`src/rtl/nibble_pkg.sv`:
```
// Shared constants, word types and parity helper for the nibble packer.
package nibble_pkg;
  localparam int NIBBLE_W       = 4;
  localparam int DEF_NIBBLES    = 4;
  localparam int DEF_FIFO_DEPTH = 2;
  localparam int DEF_DROP_W     = 8;
  localparam int DEF_DATA_W     = NIBBLE_W * DEF_NIBBLES;

  typedef logic [DEF_DATA_W-1:0] word_t;
  typedef struct packed {
    logic  parity;
    word_t word;
  } pword_t;

  // Even parity over a word zero-extended to 64 bits.
  function automatic logic parity(input logic [63:0] v);
    return ^v;
  endfunction
endpackage

```
`src/rtl/packer_fifo.sv`:
```
// Small synchronous FIFO for completed words; head entry read straight from storage regs.
module packer_fifo
  import nibble_pkg::*;
#(
  parameter int W     = DEF_DATA_W + 1,
  parameter int DEPTH = DEF_FIFO_DEPTH
) (
  input  logic         clk,
  input  logic         rst_n,
  input  logic         push_i,
  input  logic         pop_i,
  input  logic [W-1:0] din_i,
  output logic [W-1:0] dout_o,
  output logic         full_o,
  output logic         empty_o
);
  localparam int AW = $clog2(DEPTH);

  logic [DEPTH-1:0][W-1:0] mem_q;
  logic [AW-1:0]           wr_q, rd_q;
  logic [AW:0]             cnt_q;
  logic                    do_push, do_pop;

  assign empty_o = (cnt_q == '0);
  assign full_o  = (cnt_q == (AW+1)'(DEPTH));
  assign do_pop  = pop_i && !empty_o;
  // A pop frees the slot the same cycle, so push is allowed even when full.
  assign do_push = push_i && (!full_o || do_pop);
  assign dout_o  = mem_q[rd_q];

  always_ff @(posedge clk or negedge rst_n) begin
    if (!rst_n) begin
      mem_q <= '0;
      wr_q  <= '0;
      rd_q  <= '0;
      cnt_q <= '0;
    end else begin
      if (do_push) begin
        mem_q[wr_q] <= din_i;
        wr_q        <= wr_q + 1'b1;
      end
      if (do_pop) rd_q <= rd_q + 1'b1;
      if (do_push && !do_pop)      cnt_q <= cnt_q + 1'b1;
      else if (!do_push && do_pop) cnt_q <= cnt_q - 1'b1;
    end
  end
endmodule

```
`src/rtl/nibble_packer.sv`:
```
// Packs upstream nibbles LSB-first into parity-tagged words; drops and counts
// nibbles it cannot take since the upstream has no backpressure.
module nibble_packer
  import nibble_pkg::*;
#(
  parameter int NIBBLES    = DEF_NIBBLES,
  parameter int FIFO_DEPTH = DEF_FIFO_DEPTH,
  parameter int DROP_W     = DEF_DROP_W,
  localparam int DATA_W    = NIBBLE_W * NIBBLES
) (
  input  logic                clk,
  input  logic                reset,
  input  logic [NIBBLE_W-1:0] d_in,
  input  logic                in_valid,
  output logic                in_ready,
  input  logic                flush,
  output logic [DATA_W-1:0]   d_out,
  output logic                out_parity,
  output logic                out_valid,
  input  logic                out_ready,
  output logic [DROP_W-1:0]   drop_cnt,
  input  logic                test_mode,
  input  logic                scan_en,
  input  logic                scan_in0,
  output logic                scan_out0
);
  localparam int PH_W = (NIBBLES > 1) ? $clog2(NIBBLES) : 1;

  logic [PH_W-1:0]   phase_q, phase_d;
  logic [DATA_W-1:0] shift_q, shift_d;
  logic [DROP_W-1:0] drop_q, drop_d;
  logic              last, accept, push, fifo_full, fifo_empty;
  logic [DATA_W:0]   fifo_din, fifo_dout;
  logic              unused_dft;

  assign last      = (phase_q == PH_W'(NIBBLES-1));
  assign in_ready  = !(last && fifo_full);
  assign accept    = in_valid && in_ready;
  assign fifo_din  = {parity(64'(shift_d)), shift_d};
  assign drop_cnt  = drop_q;
  assign scan_out0 = 1'b0;
  assign unused_dft = ^{test_mode, scan_en, scan_in0};

  always_comb begin
    phase_d = phase_q;
    shift_d = shift_q;
    drop_d  = drop_q;
    push    = 1'b0;
    if (in_valid && !in_ready && drop_q != '1) drop_d = drop_q + 1'b1;
    // Flush wins over a same-cycle accept; that nibble is silently discarded.
    if (flush) begin
      phase_d = '0;
      shift_d = '0;
    end else if (accept) begin
      shift_d[phase_q*NIBBLE_W +: NIBBLE_W] = d_in;
      push    = last;
      phase_d = last ? '0 : phase_q + 1'b1;
    end
  end

  always_ff @(posedge clk or negedge reset) begin
    if (!reset) begin
      phase_q <= '0;
      shift_q <= '0;
      drop_q  <= '0;
    end else begin
      phase_q <= phase_d;
      shift_q <= shift_d;
      drop_q  <= drop_d;
    end
  end

  packer_fifo #(.W(DATA_W+1), .DEPTH(FIFO_DEPTH)) u_fifo (
    .clk     (clk),
    .rst_n   (reset),
    .push_i  (push),
    .pop_i   (out_ready),
    .din_i   (fifo_din),
    .dout_o  (fifo_dout),
    .full_o  (fifo_full),
    .empty_o (fifo_empty)
  );

  assign d_out      = fifo_dout[DATA_W-1:0];
  assign out_parity = fifo_dout[DATA_W];
  assign out_valid  = !fifo_empty;
endmodule

```
`config.mk`:
```
export PLATFORM = sky130hd
export DESIGN_NAME = nibble_packer
export DESIGN_NICKNAME = d
export VERILOG_FILES = /design/src/rtl/nibble_pkg.sv /design/src/rtl/packer_fifo.sv /design/src/rtl/nibble_packer.sv
export SDC_FILE = /design/constraint.sdc
export NUM_CORES = 1
export LEC_CHECK = 0
export CAP_MARGIN = 30
export CORE_MARGIN = 2
export CORE_UTILIZATION = 45
export DETAILED_ROUTE_END_ITERATION = 12
export HOLD_SLACK_MARGIN = 0.03
export PLACE_DENSITY = 0.66
export SYNTH_ARGS = -nofsm -noshare
export SYNTH_HDL_FRONTEND = slang
export SYNTH_HIERARCHICAL = 1
export SYNTH_SLANG_ARGS = --single-unit
```
`constraint.sdc`:
```
create_clock -name clk -period 2.7 [get_ports clk]
set_input_delay 0.675 -clock clk [delete_from_list [all_inputs] [get_ports clk]]
set_output_delay 0.675 -clock clk [all_outputs]
set_load 0.01 [all_outputs]
```
==> results of run 1 <==
[final cells by class]
type / instances / share of cell area (%)
multi-input combinational: 182 / 37.6
sequential: 64 / 38.3
clock buffer: 13 / 4.28
clock inverter: 3 / 0.569
inverter: 5 / 0.449
tap: 96 / 2.88
timing repair buffer: 70 / 15.9
[synth_stat cells, drive strengths merged, types with 2 or more instances]
library cell,number
nand3b,2
and3,3
ha,7
nand3,10
dfrtp,64
and2b,2
xor2,6
nor4b,2
a21oi,18
nand2,24
nor2,5
nand4,9
mux2,52
buf,7
clkbuf,2
nor3b,3
o21ai,5
inv,5
xnor2,22
[report_power, final]
group | internal (W) | leakage, nW | total [W] | switching (W)
clock network | 0.000435 | 0.0979 | 0.000802 | 0.000367
registers | 0.00100 | 0.884 | 0.00104 | 0.0000388
logic | 0.000217 | 0.937 | 0.000431 | 0.000214
[logic make-up after synthesis]
kind of cell / Yosys count / synth area share [%]
DFF: 64 / 49.9
buffers and inverters: 14 / 2.69
AOI/OAI and AO/OA: 28 / 5.85
and+or+nand+nor: 65 / 12.1
adders and majority gates: 7 / 2.73
other: 1 / 0.117
xor gates and xnor gates: 29 / 8.34
muxes: 52 / 18.2
[flip-flops by register name, summed over array words and instances (netlist names)]
signal / flops
drop_cnt: 8
phase_q: 2
shift_q: 16
u_fifo/cnt_q: 2
u_fifo/mem_q: 34
u_fifo/rd_q: 1
u_fifo/wr_q: 1
[metrics by stage]
stage | total power [W] | cell area [µm²] | setup WS [ns] | cells
finish | 0.00227 | 4180 | 0.123 | 433
global route | 0.00238 | 4180 | 0.00364 | 433
CTS | 0.00230 | 4110 | 0.0297 | 431
detailed placement | 0.00149 | 3910 | -0.329 | 415
global placement | 0.00148 | 3910 | -0.305 | 415
floorplan | 0.00132 | 3210 | 0.0813 | 260
[path summary, 6_finish.rpt]
kind                                               from                           end  slack, ns  cells past startpoint
worst max-delay path             phase_q[1]$_DFFE_PN0P_  u_fifo/mem_q[33]$_DFFE_PN0P_       0.12                      9
worst min-delay path                              reset       drop_cnt[2]$_DFFE_PN0P_       0.33                      2
worst max register to register   phase_q[1]$_DFFE_PN0P_  u_fifo/mem_q[33]$_DFFE_PN0P_       0.12                      9
worst min register to register  drop_cnt[4]$_DFFE_PN0P_       drop_cnt[4]$_DFFE_PN0P_       0.49                      1
max in group asynchronous                         reset   u_fifo/mem_q[7]$_DFFE_PN0P_       2.07                      2
min in group clk                drop_cnt[4]$_DFFE_PN0P_       drop_cnt[4]$_DFFE_PN0P_       0.49                      1
[metal layers]
layer	wire, µm	share of wire (%)
met2	2850	46
met1	2990	49
met3	179	2.9
met5	0	0
met4	105	1.7
[what timing repair did]
item,CTS,global route
resized for setup,0,12
endpoints found under the setup margin,0,2
buffers inserted,0,2
[worst max-delay path, cell delays in order, from the launching register on]
cell	delay, ns
dfrtp_1	0.38
buf_4	0.15
ha_2	0.21
a21bo_2	0.21
or4_4	0.43
a21oi_4	0.17
xnor2_2	0.16
xnor2_2	0.15
xnor3_1	0.34
mux2_2	0.27
[cell usage in the layout (no fill, tap or decap), drive strengths merged, types with 3 or more instances in the layout]
master         netlist  final
mux2                52     52
dfrtp               64     64
clkbuf               2     13
buf                  7     36
clkdlybuf4s50        0     32
o21ai                5      5
nand3               10     10
and3                 3      3
inv                  5      5
ha                   7      7
xnor2               22     22
nor3b                3      3
a21oi               18     18
xor2                 6      6
nor2                 5      5
nand2               24     24
nand4                9      9
==> run summary, run 1 <==
Clock Sinks - 64
Leak Pwr - 1.92 nW
Slew @ Worst Pin - 0.518 ns
FF/Latch Area - 0.00160 mm²
Synth area leader - dfrtp_1
Post-DP HPWL - 4290 µm
Hold Violations, Final - 0
Mean Syn Cell Area - 12.3 µm²
CP Max Fanout - 6
YS warnings - 6
Crit path capture type - flop
Mapped Cells - 260
Mapped Area - 0.00321 mm²
Initial antenna violation count - 0
P&R area growth vs syn - 30.1%
Fillers - 572
Yosys top cell area share - 49.9%
Vias in the first global route - 2236
Wire length of the first global-routing pass - 10600 µm
Core area - 0.00683 mm²
Syn Nets - 279
CTS tree - built
Hold_buf cts - 0
Top_reg_cell synth - dfrtp_1
Vias - 2160
Drt initial violations - 86
Root buf cell - clkbuf_8
GR peak layer - met2
Post-synthesis sequential area ratio - 49.9%
Htree depth - 3
Clock slew at reported path FFs - 0.07 ns
DRT Pass-1 Iters - 4
Maximum vdd drop - 0.483 mV
Share of cells above drive strength 1 - 37.7%
Routed wire length - 6130 µm
Cell Pwr Density - 544 mW/mm²
GRT met2 Usage - 27.7%
Final cycle utilization of the critical path - 95.4%
Final slew viol count - 0
Met3 Track Usage GR - 4.10%
CP Class - reg -> reg
# nets final - 351
Setup TNS Final - 0 ns
IO Count - 40
Final Util - 61.1%
Rel. slew slack - 65.3%
Max cap viols - 0
Outcome - finished, final reports clean
RSZ-0062 raised after global routing - yes
Post-synth EDFFs - 0
Final Setup Violations - 0
Total grt overflow - 0
Ys async rst share - 100%
Antenna diodes - 0
Crit path DAT - 2.80 ns
Vias per cell - 4.99
GP Congestion - 0.832
Number of CTS-inserted buffers - 9
Post-synthesis cell type count - 40
Clock skew - 0.00599 ns
Die area - 0.00782 mm²
Largest net degree at the start of global routing - 65
Die H - 88.5 µm
Tot GR Track Use - 17.7%
Area contributors post-synth - dfrtp_1, mux2_2, xnor2_1
Drt wl/cell - 14.1 µm
Crit start category - flop
Row cnt - 30
Max clock buf depth - 2
Starting Density - 47.0%
#FFs+latches synth - 64
Number of port buffers - 35
Clock Latency Late Sink - 0.34 ns
Min Hold Slack - 0.330 ns
Area of the multi-input gates - 0.00157 mm²
FMAX - 388 MHz
DRT antenna net count - 0
Grt met1 use - 23.8%
Worst min path class - in -> async
Die Wd - 88.5 µm
Crit path time final - 2.58 ns
Worst EP required - 2.92 ns
DRC violations left - 0
No activity file was read; power rests on OpenSTA's default activity.
==> inputs of run 2 (changes only) <==
Settings changed: CTS_BUF_LIST from default to sky130_fd_sc_hd__clkbuf_4 sky130_fd_sc_hd__clkbuf_8, SKIP_CTS_REPAIR_TIMING from default to 1.
==> results of run 2 <==
Final layout, timing and power as in run 1 (identical DEF).
